==> config.mk <==
export PLATFORM = sky130hd
export DESIGN_NAME = lfsr_fib_client_flat
export DESIGN_NICKNAME = d
export VERILOG_FILES = /design/src/rtl/lfsr_client_pkg.sv /design/src/rtl/lfsr_fib_client_if.sv /design/src/rtl/lfsr_fib_client.sv /design/src/flat_wrapper.sv
export SDC_FILE = /design/constraint.sdc
export NUM_CORES = 1
export LEC_CHECK = 0
export ABC_AREA = 1
export BUFFER_PORTS_ARGS = -buffer_cell sky130_fd_sc_hd__buf_2
export CORE_UTILIZATION = 35
export CTS_BUF_LIST = sky130_fd_sc_hd__clkbuf_4 sky130_fd_sc_hd__clkbuf_8
export DETAILED_ROUTE_END_ITERATION = 8
export PLACE_DENSITY_LB_ADDON = 0.2
export SLEW_MARGIN = 40
export SYNTH_ARGS = -nofsm -noshare
export SYNTH_HDL_FRONTEND = slang
export SYNTH_SLANG_ARGS = --single-unit
==> constraint.sdc <==
create_clock -name CLK -period 1.5 [get_ports CLK]
set_input_delay 0.075 -clock CLK [delete_from_list [all_inputs] [get_ports CLK]]
set_output_delay 0.075 -clock CLK [all_outputs]
set_load 0.02 [all_outputs]
==> src/rtl/lfsr_client_pkg.sv <==
// Shared types for the Fibonacci LFSR client: FSM state and index-width helper.
package lfsr_client_pkg;

    typedef enum logic [1:0] {
        IDLE  = 2'd0,
        SHIFT = 2'd1,
        DONE  = 2'd2
    } state_e;

    // Bit-index width for a W-bit word; never below one bit.
    function automatic int unsigned idx_w(input int unsigned w);
        return (w > 2) ? int'($clog2(w)) : 1;
    endfunction

endpackage

==> src/rtl/lfsr_fib_client_if.sv <==
// Word-side request/result handshake plus the LFSR server method pair.
// Optional check ports exist only when LFSR_CLIENT_CHECK_EN is defined.
interface lfsr_fib_client_if #(
    parameter int unsigned W      = 8,
    parameter int unsigned ECNT_W = 16
);
    logic         request__ENA;
    logic [W-1:0] request_v;
    logic         request__RDY;
    logic [W-1:0] result;
    logic         result__RDY;
    logic         resultAck__ENA;
    logic         resultAck__RDY;
    logic         shiftBit__ENA;
    logic         shiftBit_v;
    logic         shiftBit__RDY;
    logic         outBit;
    logic         outBit__RDY;
`ifdef LFSR_CLIENT_CHECK_EN
    logic [W-1:0]      expect_v;
    logic              errFlag;
    logic [ECNT_W-1:0] errCount;

    modport master (
        input  request__ENA, request_v, resultAck__ENA, shiftBit__RDY, outBit, outBit__RDY,
               expect_v,
        output request__RDY, result, result__RDY, resultAck__RDY, shiftBit__ENA, shiftBit_v,
               errFlag, errCount
    );
    modport slave (
        output request__ENA, request_v, resultAck__ENA, shiftBit__RDY, outBit, outBit__RDY,
               expect_v,
        input  request__RDY, result, result__RDY, resultAck__RDY, shiftBit__ENA, shiftBit_v,
               errFlag, errCount
    );
`else
    modport master (
        input  request__ENA, request_v, resultAck__ENA, shiftBit__RDY, outBit, outBit__RDY,
        output request__RDY, result, result__RDY, resultAck__RDY, shiftBit__ENA, shiftBit_v
    );
    modport slave (
        output request__ENA, request_v, resultAck__ENA, shiftBit__RDY, outBit, outBit__RDY,
        input  request__RDY, result, result__RDY, resultAck__RDY, shiftBit__ENA, shiftBit_v
    );
`endif
endinterface

==> src/rtl/lfsr_fib_client.sv <==
// Shifts a W-bit word LSB-first into a Fibonacci LFSR server and captures the outBit samples.
// Define LFSR_CLIENT_CHECK_EN to compare each result against a latched expected word.
module lfsr_fib_client
    import lfsr_client_pkg::*;
#(
    parameter int unsigned W      = 8,
    parameter int unsigned ECNT_W = 16
) (
    input  logic               CLK,
    input  logic               RST,
    lfsr_fib_client_if.master  bus
);

    localparam int unsigned IDX_W = idx_w(W);
    localparam logic [IDX_W-1:0] LAST_IDX = IDX_W'(W - 1);

    state_e           state_q, state_d;
    logic [IDX_W-1:0] idx_q, idx_d;
    logic [W-1:0]     data_q, data_d;
    logic [W-1:0]     result_q, result_d;
    logic             step_c;

`ifdef LFSR_CLIENT_CHECK_EN
    logic [W-1:0]      expect_q, expect_d;
    logic              err_flag_q, err_flag_d;
    logic [ECNT_W-1:0] err_cnt_q, err_cnt_d;
`endif

    // Next-state and datapath; the server handshake (step_c) is combinational.
    always_comb begin
        state_d  = state_q;
        idx_d    = idx_q;
        data_d   = data_q;
        result_d = result_q;
        step_c   = 1'b0;
`ifdef LFSR_CLIENT_CHECK_EN
        expect_d   = expect_q;
        err_flag_d = err_flag_q;
        err_cnt_d  = err_cnt_q;
`endif
        case (state_q)
            IDLE: begin
                if (bus.request__ENA) begin
                    data_d   = bus.request_v;
                    idx_d    = '0;
                    result_d = '0;
                    state_d  = SHIFT;
`ifdef LFSR_CLIENT_CHECK_EN
                    expect_d = bus.expect_v;
`endif
                end
            end
            SHIFT: begin
                step_c = bus.shiftBit__RDY & bus.outBit__RDY;
                if (step_c) begin
                    // outBit is the pre-shift value, sampled alongside the ENA.
                    result_d[idx_q] = bus.outBit;
                    if (idx_q == LAST_IDX) begin
                        idx_d   = '0;
                        state_d = DONE;
`ifdef LFSR_CLIENT_CHECK_EN
                        err_flag_d = (result_d != expect_q);
                        if ((result_d != expect_q) && (err_cnt_q != '1)) begin
                            err_cnt_d = err_cnt_q + ECNT_W'(1);
                        end
`endif
                    end else begin
                        idx_d = idx_q + IDX_W'(1);
                    end
                end
            end
            DONE: begin
                if (bus.resultAck__ENA) begin
                    state_d = IDLE;
                end
            end
            default: state_d = IDLE;
        endcase
    end

    always_ff @(posedge CLK) begin
        if (RST) begin
            state_q  <= IDLE;
            idx_q    <= '0;
            data_q   <= '0;
            result_q <= '0;
`ifdef LFSR_CLIENT_CHECK_EN
            expect_q   <= '0;
            err_flag_q <= 1'b0;
            err_cnt_q  <= '0;
`endif
        end else begin
            state_q  <= state_d;
            idx_q    <= idx_d;
            data_q   <= data_d;
            result_q <= result_d;
`ifdef LFSR_CLIENT_CHECK_EN
            expect_q   <= expect_d;
            err_flag_q <= err_flag_d;
            err_cnt_q  <= err_cnt_d;
`endif
        end
    end

    assign bus.request__RDY   = (state_q == IDLE);
    assign bus.result__RDY    = (state_q == DONE);
    assign bus.resultAck__RDY = (state_q == DONE);
    assign bus.result         = result_q;
    assign bus.shiftBit__ENA  = step_c;
    assign bus.shiftBit_v     = data_q[idx_q];
`ifdef LFSR_CLIENT_CHECK_EN
    assign bus.errFlag  = err_flag_q;
    assign bus.errCount = err_cnt_q;
`endif

    // Enables raised while the matching ready is low are ignored above but flagged here.
    always @(posedge CLK) begin
        if (RST) begin
            assert (W >= 1 && W <= 64 && ECNT_W >= 1)
                else $error("lfsr_fib_client: unsupported W/ECNT_W");
        end else begin
            assert (!(bus.request__ENA && state_q != IDLE))
                else $error("lfsr_fib_client: request__ENA while request__RDY=0");
            assert (!(bus.resultAck__ENA && state_q != DONE))
                else $error("lfsr_fib_client: resultAck__ENA while resultAck__RDY=0");
        end
    end

endmodule
==> src/flat_wrapper.sv <==
// flat-port wrapper written by rule: the top's interface ports become plain ports
module lfsr_fib_client_flat import lfsr_client_pkg::*;
#(
    parameter int unsigned W      = 8,
    parameter int unsigned ECNT_W = 16
)
  (CLK, RST, bus_request__ENA, bus_request_v, bus_resultAck__ENA, bus_shiftBit__RDY, bus_outBit, bus_outBit__RDY, bus_request__RDY, bus_result, bus_result__RDY, bus_resultAck__RDY, bus_shiftBit__ENA, bus_shiftBit_v);
  lfsr_fib_client_if #(.W(W), .ECNT_W(ECNT_W)) bus_i ();
  input  logic CLK;
  input  logic RST;
  input wire logic [$bits(bus_i.request__ENA)-1:0] bus_request__ENA;
  input wire logic [$bits(bus_i.request_v)-1:0] bus_request_v;
  input wire logic [$bits(bus_i.resultAck__ENA)-1:0] bus_resultAck__ENA;
  input wire logic [$bits(bus_i.shiftBit__RDY)-1:0] bus_shiftBit__RDY;
  input wire logic [$bits(bus_i.outBit)-1:0] bus_outBit;
  input wire logic [$bits(bus_i.outBit__RDY)-1:0] bus_outBit__RDY;
  output wire logic [$bits(bus_i.request__RDY)-1:0] bus_request__RDY;
  output wire logic [$bits(bus_i.result)-1:0] bus_result;
  output wire logic [$bits(bus_i.result__RDY)-1:0] bus_result__RDY;
  output wire logic [$bits(bus_i.resultAck__RDY)-1:0] bus_resultAck__RDY;
  output wire logic [$bits(bus_i.shiftBit__ENA)-1:0] bus_shiftBit__ENA;
  output wire logic [$bits(bus_i.shiftBit_v)-1:0] bus_shiftBit_v;
  assign bus_i.request__ENA = bus_request__ENA;
  assign bus_i.request_v = bus_request_v;
  assign bus_i.resultAck__ENA = bus_resultAck__ENA;
  assign bus_i.shiftBit__RDY = bus_shiftBit__RDY;
  assign bus_i.outBit = bus_outBit;
  assign bus_i.outBit__RDY = bus_outBit__RDY;
  assign bus_request__RDY = bus_i.request__RDY;
  assign bus_result = bus_i.result;
  assign bus_result__RDY = bus_i.result__RDY;
  assign bus_resultAck__RDY = bus_i.resultAck__RDY;
  assign bus_shiftBit__ENA = bus_i.shiftBit__ENA;
  assign bus_shiftBit_v = bus_i.shiftBit_v;
  lfsr_fib_client #(.W(W), .ECNT_W(ECNT_W)) u_core (.CLK(CLK), .RST(RST), .bus(bus_i));
endmodule
* After elaboration in Yosys (flattened, before gate mapping)
Index checks and enable logic that the tools add are counted.
Widths: inputs -> output; s select.
** Word-level totals
- Register bits :: 21
- Input bits :: 15
- Output and inout bits :: 13
- Logic and storage cells :: 39
** Operators by class
- $add $sub $neg :: 1
- $lt $le $gt $ge :: 2
- Equal/unequal tests :: 7
- Muxes and demuxes :: 18
- Bitwise operators :: 1
- Reduce and logical (&&, ||, !) cells :: 6
** Operators with widths (number)
- $mux 8 :: 2
- $pmux 8 s2 :: 1
- $mux 3 :: 3
- $bwmux 8 :: 1
- $mux 2 :: 4
- $pmux 2 s3 :: 1
- $pmux 3 s2 :: 1
- $lt 3x4->1 const B :: 1
- $ne 2x1->1 const B :: 2
- $ne 2x2->1 const B :: 2
- $reduce_and 4->1 :: 1
- $add 3x1->3 const B :: 1
- $bmux 1 s3 :: 1
- $demux 1 s3 :: 1
- $eq 3x3->1 const B :: 1
- $ge 3x1->1 const B :: 1
- $mux 1 :: 3
- $reduce_and 3->1 :: 1
- $eq 2x1->1 const B :: 1
- $eq 2x2->1 const B :: 1
- $logic_not 2->1 :: 1
- $reduce_and 2->1 :: 1
- $reduce_bool 2->1 :: 1
- $and 1x1->1 :: 1
- $logic_and 1x1->1 :: 1

* Logic depth before layout (Yosys ltp)
- Word-level depth :: 7
- Gate-level depth with buffers :: 8
- Mapped depth without buffers :: 8

* Worst setup path after synthesis
Ideal clock, no wire load.
- Kind :: reg-to-reg
- Start :: reg u_core.state_q[0]
- End :: reg u_core.result_q[4], in the netlist u_core.bus.result[4]
- Arrival time :: 1.147 ns
- Setup slack :: 0.236 ns
- Cell stages (with the launch flop) :: 8
- Clock period less this slack :: 1.264 ns
- Path through :: dfxtp_1 > nor2_2 > nand2_2 > nand2_2 > buf_6 > nand2_1 > nand2_1 > a21oi_2
** On the way
- Cells in the longest elaborated chain, start to end :: 3
** RTL lines
- start, declared :: RTL line lfsr_fib_client.sv:17 : state_e state_q, state_d;
- start signal, assigned :: RTL line lfsr_fib_client.sv:93 : state_q <= state_d;
- $logic_not 2->1 (*)
- via bus_request__RDY :: RTL line flat_wrapper.sv:17 : output wire logic [$bits(bus_i.request__RDY)-1:0] bus_request__RDY;
- $ne 2x2->1 (no line) / $reduce_bool 2->1 (equally long branches)
- $reduce_and 3->1 (no line)
- end signal, assigned :: RTL line lfsr_fib_client.sv:96 : result_q <= result_d;
- end, declared :: RTL line lfsr_fib_client.sv:20 : logic [W-1:0] result_q, result_d;
The timed path passes the listed nets; every way through them passes the cells marked *.
A chain may end at the register's enable or synchronous reset.

* Worst setup path after layout
- Start :: reg u_core.idx_q[0]
- End :: out bus_shiftBit_v
** On the way
- Cells in the longest elaborated chain, start to end :: 2
** RTL lines
- start, declared :: RTL line lfsr_fib_client.sv:18 : logic [IDX_W-1:0] idx_q, idx_d;
- start signal, assigned :: RTL line lfsr_fib_client.sv:94 : idx_q <= idx_d;
- $bmux 1 s3 :: RTL line lfsr_fib_client.sv:110 : assign bus.shiftBit_v = data_q[idx_q];
- $mux 1 (implied by the code) :: RTL line lfsr_fib_client.sv:110
- end, declared :: RTL line flat_wrapper.sv:22 : output wire logic [$bits(bus_i.shiftBit_v)-1:0] bus_shiftBit_v;
No other way between the ends. The select of a mux whose other input is x is not followed.

==> metrics.txt <==
run status=complete, no violations; Post-Route WL=2.35 mm; Max stage delay on crit path=400 ps; Achievable Freq=712 MHz; final hold viol count=0; clk_lat worst skew=310 ps; Fillers=336; gr ovfl total=0; Worst Hold Launch=bus_request_v[1]; maximum vdd drop=0.451 mV; Synth warnings=0; Relative slew margins=0.753; root buf cell=clkbuf_4; Initial Util=0.368; CP Class=reg2out; slowest stage cell, crit path=dfxtp_4; Die X=58.7 um; crit path cell chain=buf_6 -> nand2_1 -> a21oi_1 -> o21ai_0 -> nand2_1 -> buf_6; setup bufs post-CTS=0; synthesized flop and latch total=21; worst r2r src=u_core.state_q[0]; final layout net count=214; row count=20; Post-DP HPWL=1.78 mm; Vias/cell=4.70; final setup vio count=0; IO Port Bufs=27; worst-margin pin slew=371 ps; multi-input combinational cell area=569 um2; via count=1127; TNS Setup=0 ps; post-layout min period=1400 ps; ant diodes=0; share of layout cells above drive strength 1=0.250; RePlAce Congestion=0.802; register area=424 um2; Post-DRT Antenna Nets=0; Final Skew=4.55 ps; CTS Buf Count=3; Clock Tree Buf Depth=2; CTS tree=done; number of global-route vias before repair=1014; total die area=0.00344 mm2; RSZ-0062 raised after global routing=no; Sink Count=21; pwr/cell area=1550 mW/mm2; Place WS=164 ps; Avg Cell Area, Syn=6.69 um2; synthesized cell area=0.00112 mm2; # IOs=28; Slew Viols, Final=0; critical path launch point=u_core.idx_q[0]; CP Capture Type=primary output; Crit Path Max Fanout=7; Post-Syn Nets=185; Initial DRC Count=40; Startpoint Class=flip-flop; area grow syn2layout=18.8%; initial antenna violation count=0; arrival time of the worst setup path=1330 ps; core area=0.00305 mm2; register area share after synthesis=0.374; first-pass GRT wire length=4.10 mm; commonest non-fill, non-tap cells in the layout=40 x nand2_1, 26 x buf_2, 23 x nor2_1; # DRC=0; Leak=0.665 nW; die height=58.7 um; Distinct cells, synth=23; Req. time, crit path=1420 ps; Clk pin slew, worst setup/hold paths=120 ps; largest net degree at the start of global routing=21; Final WS setup=95.8 ps; H-tree depth=1; final cycle utilization of the critical path=0.936; Wirelength per Cell=9.78 um; gr usage total=0.156; Syn Inst Count=168; most common cell after layout, fill and taps aside=nand2_1; worst min-delay path category=in2reg; Max Cap Viol=0; Pre-antenna DRT Iters=4
## through the flow
step                instance area, um2  std cells  power, mW   util  hold slack [ps]
CTS                               1310        239       2.05  0.430             2.20
floorplan                         1120        168       1.59      -              238
finish                            1340        240       2.07  0.437             3.84
global route                      1340        240       2.27  0.437             11.4
detailed placement                1280        235       1.76  0.420              330
global placement                  1280        235       1.75  0.420              323
## synth_stat cells
cell type,instances,area [um2]
o21ai_1,3,15.0
ha_1,2,25.0
buf_4,3,22.5
clkbuf_1,1,3.75
clkinv_1,1,3.75
nand3b_1,1,7.51
o21ai_0,11,55.1
clkbuf_2,1,5.00
dfxtp_1,21,420
buf_2,1,5.00
nand3_1,19,95.1
nand2_2,2,12.5
nor2_2,1,6.26
nor2_4,1,11.3
a21oi_1,14,70.1
nor3_1,1,5.00
nor2_1,23,86.3
inv_2,3,11.3
nand4_2,1,12.5
buf_6,3,33.8
nand2_1,40,150
inv_1,13,48.8
a21oi_2,2,17.5
## registers in the layout (all words and copies together), names as in the netlist
signal             count
u_core.state_q         2
u_core.data_q          8
u_core.idx_q           3
u_core.bus.result      8
## report_power, final
| part | internal (mW) | switching [mW] | total [mW] |
|---|---|---|---|
| clock | 0.0996 | 0.177 | 0.277 |
| sequential | 0.673 | 0.101 | 0.774 |
| combinational | 0.376 | 0.642 | 1.02 |
| total | 1.15 | 0.920 | 2.07 |
## path summary, 6_finish.rpt
path	end	slack, ps	cells past startpoint
worst max-delay path	bus_shiftBit_v	100	6
worst min-delay path	u_core.data_q[1]	4	3
worst max register to register	u_core.bus.result[6]	160	4
worst min register to register	u_core.bus.result[7]	460	2
## logic make-up (layout without fill, tap and decap cells)
family                   Yosys count  count (layout)  share of synthesized area
buffers and inverters             26              54                      0.119
flip-flops                        21              21                      0.374
AND/OR/NAND/NOR                   89              89                      0.344
adder cells (fa/ha/maj)            2               2                     0.0223
AO/OA/AOI/OAI                     30              30                      0.140
## critical path, delay by kind of cell (launching register included)
kind            cells  cell delay [ps]
compound gates      2              220
flops               1              400
buf+inv             2              260
simple gates        2              130
## what timing repair did
| item | CTS | global route |
|---|---|---|
| hold buffers | 0 | 1 |
| endpoints found under the hold margin | 0 | 1 |
| resized for setup | 3 | 5 |
| pin swaps | 0 | 2 |
| endpoints found under the setup margin | 1 | 1 |
## metal layers
metal / vias up / share of wire / global-route usage / wire length, um
li1: 592 / - / - / -
met1: 506 / 0.46 / 0.192 / 1080
met2: 24 / 0.48 / 0.266 / 1120
met3: 5 / 0.045 / 0.0264 / 105
met4: 0 / 0.017 / 0.0714 / 41
met5: - / 0 / 0 / 0
## layout make-up
| type | instances | share of cell area |
|---|---|---|
| Clock buffer | 3 | 0.0169 |
| Clock inverter | 1 | 0.00375 |
| Inverter | 17 | 0.0497 |
| Multi-Input combinational cell | 121 | 0.426 |
| Tap cell | 44 | 0.0412 |
| Timing Repair Buffer | 33 | 0.144 |
| Sequential cell | 21 | 0.318 |
Power figures use the tool's default switching activity.
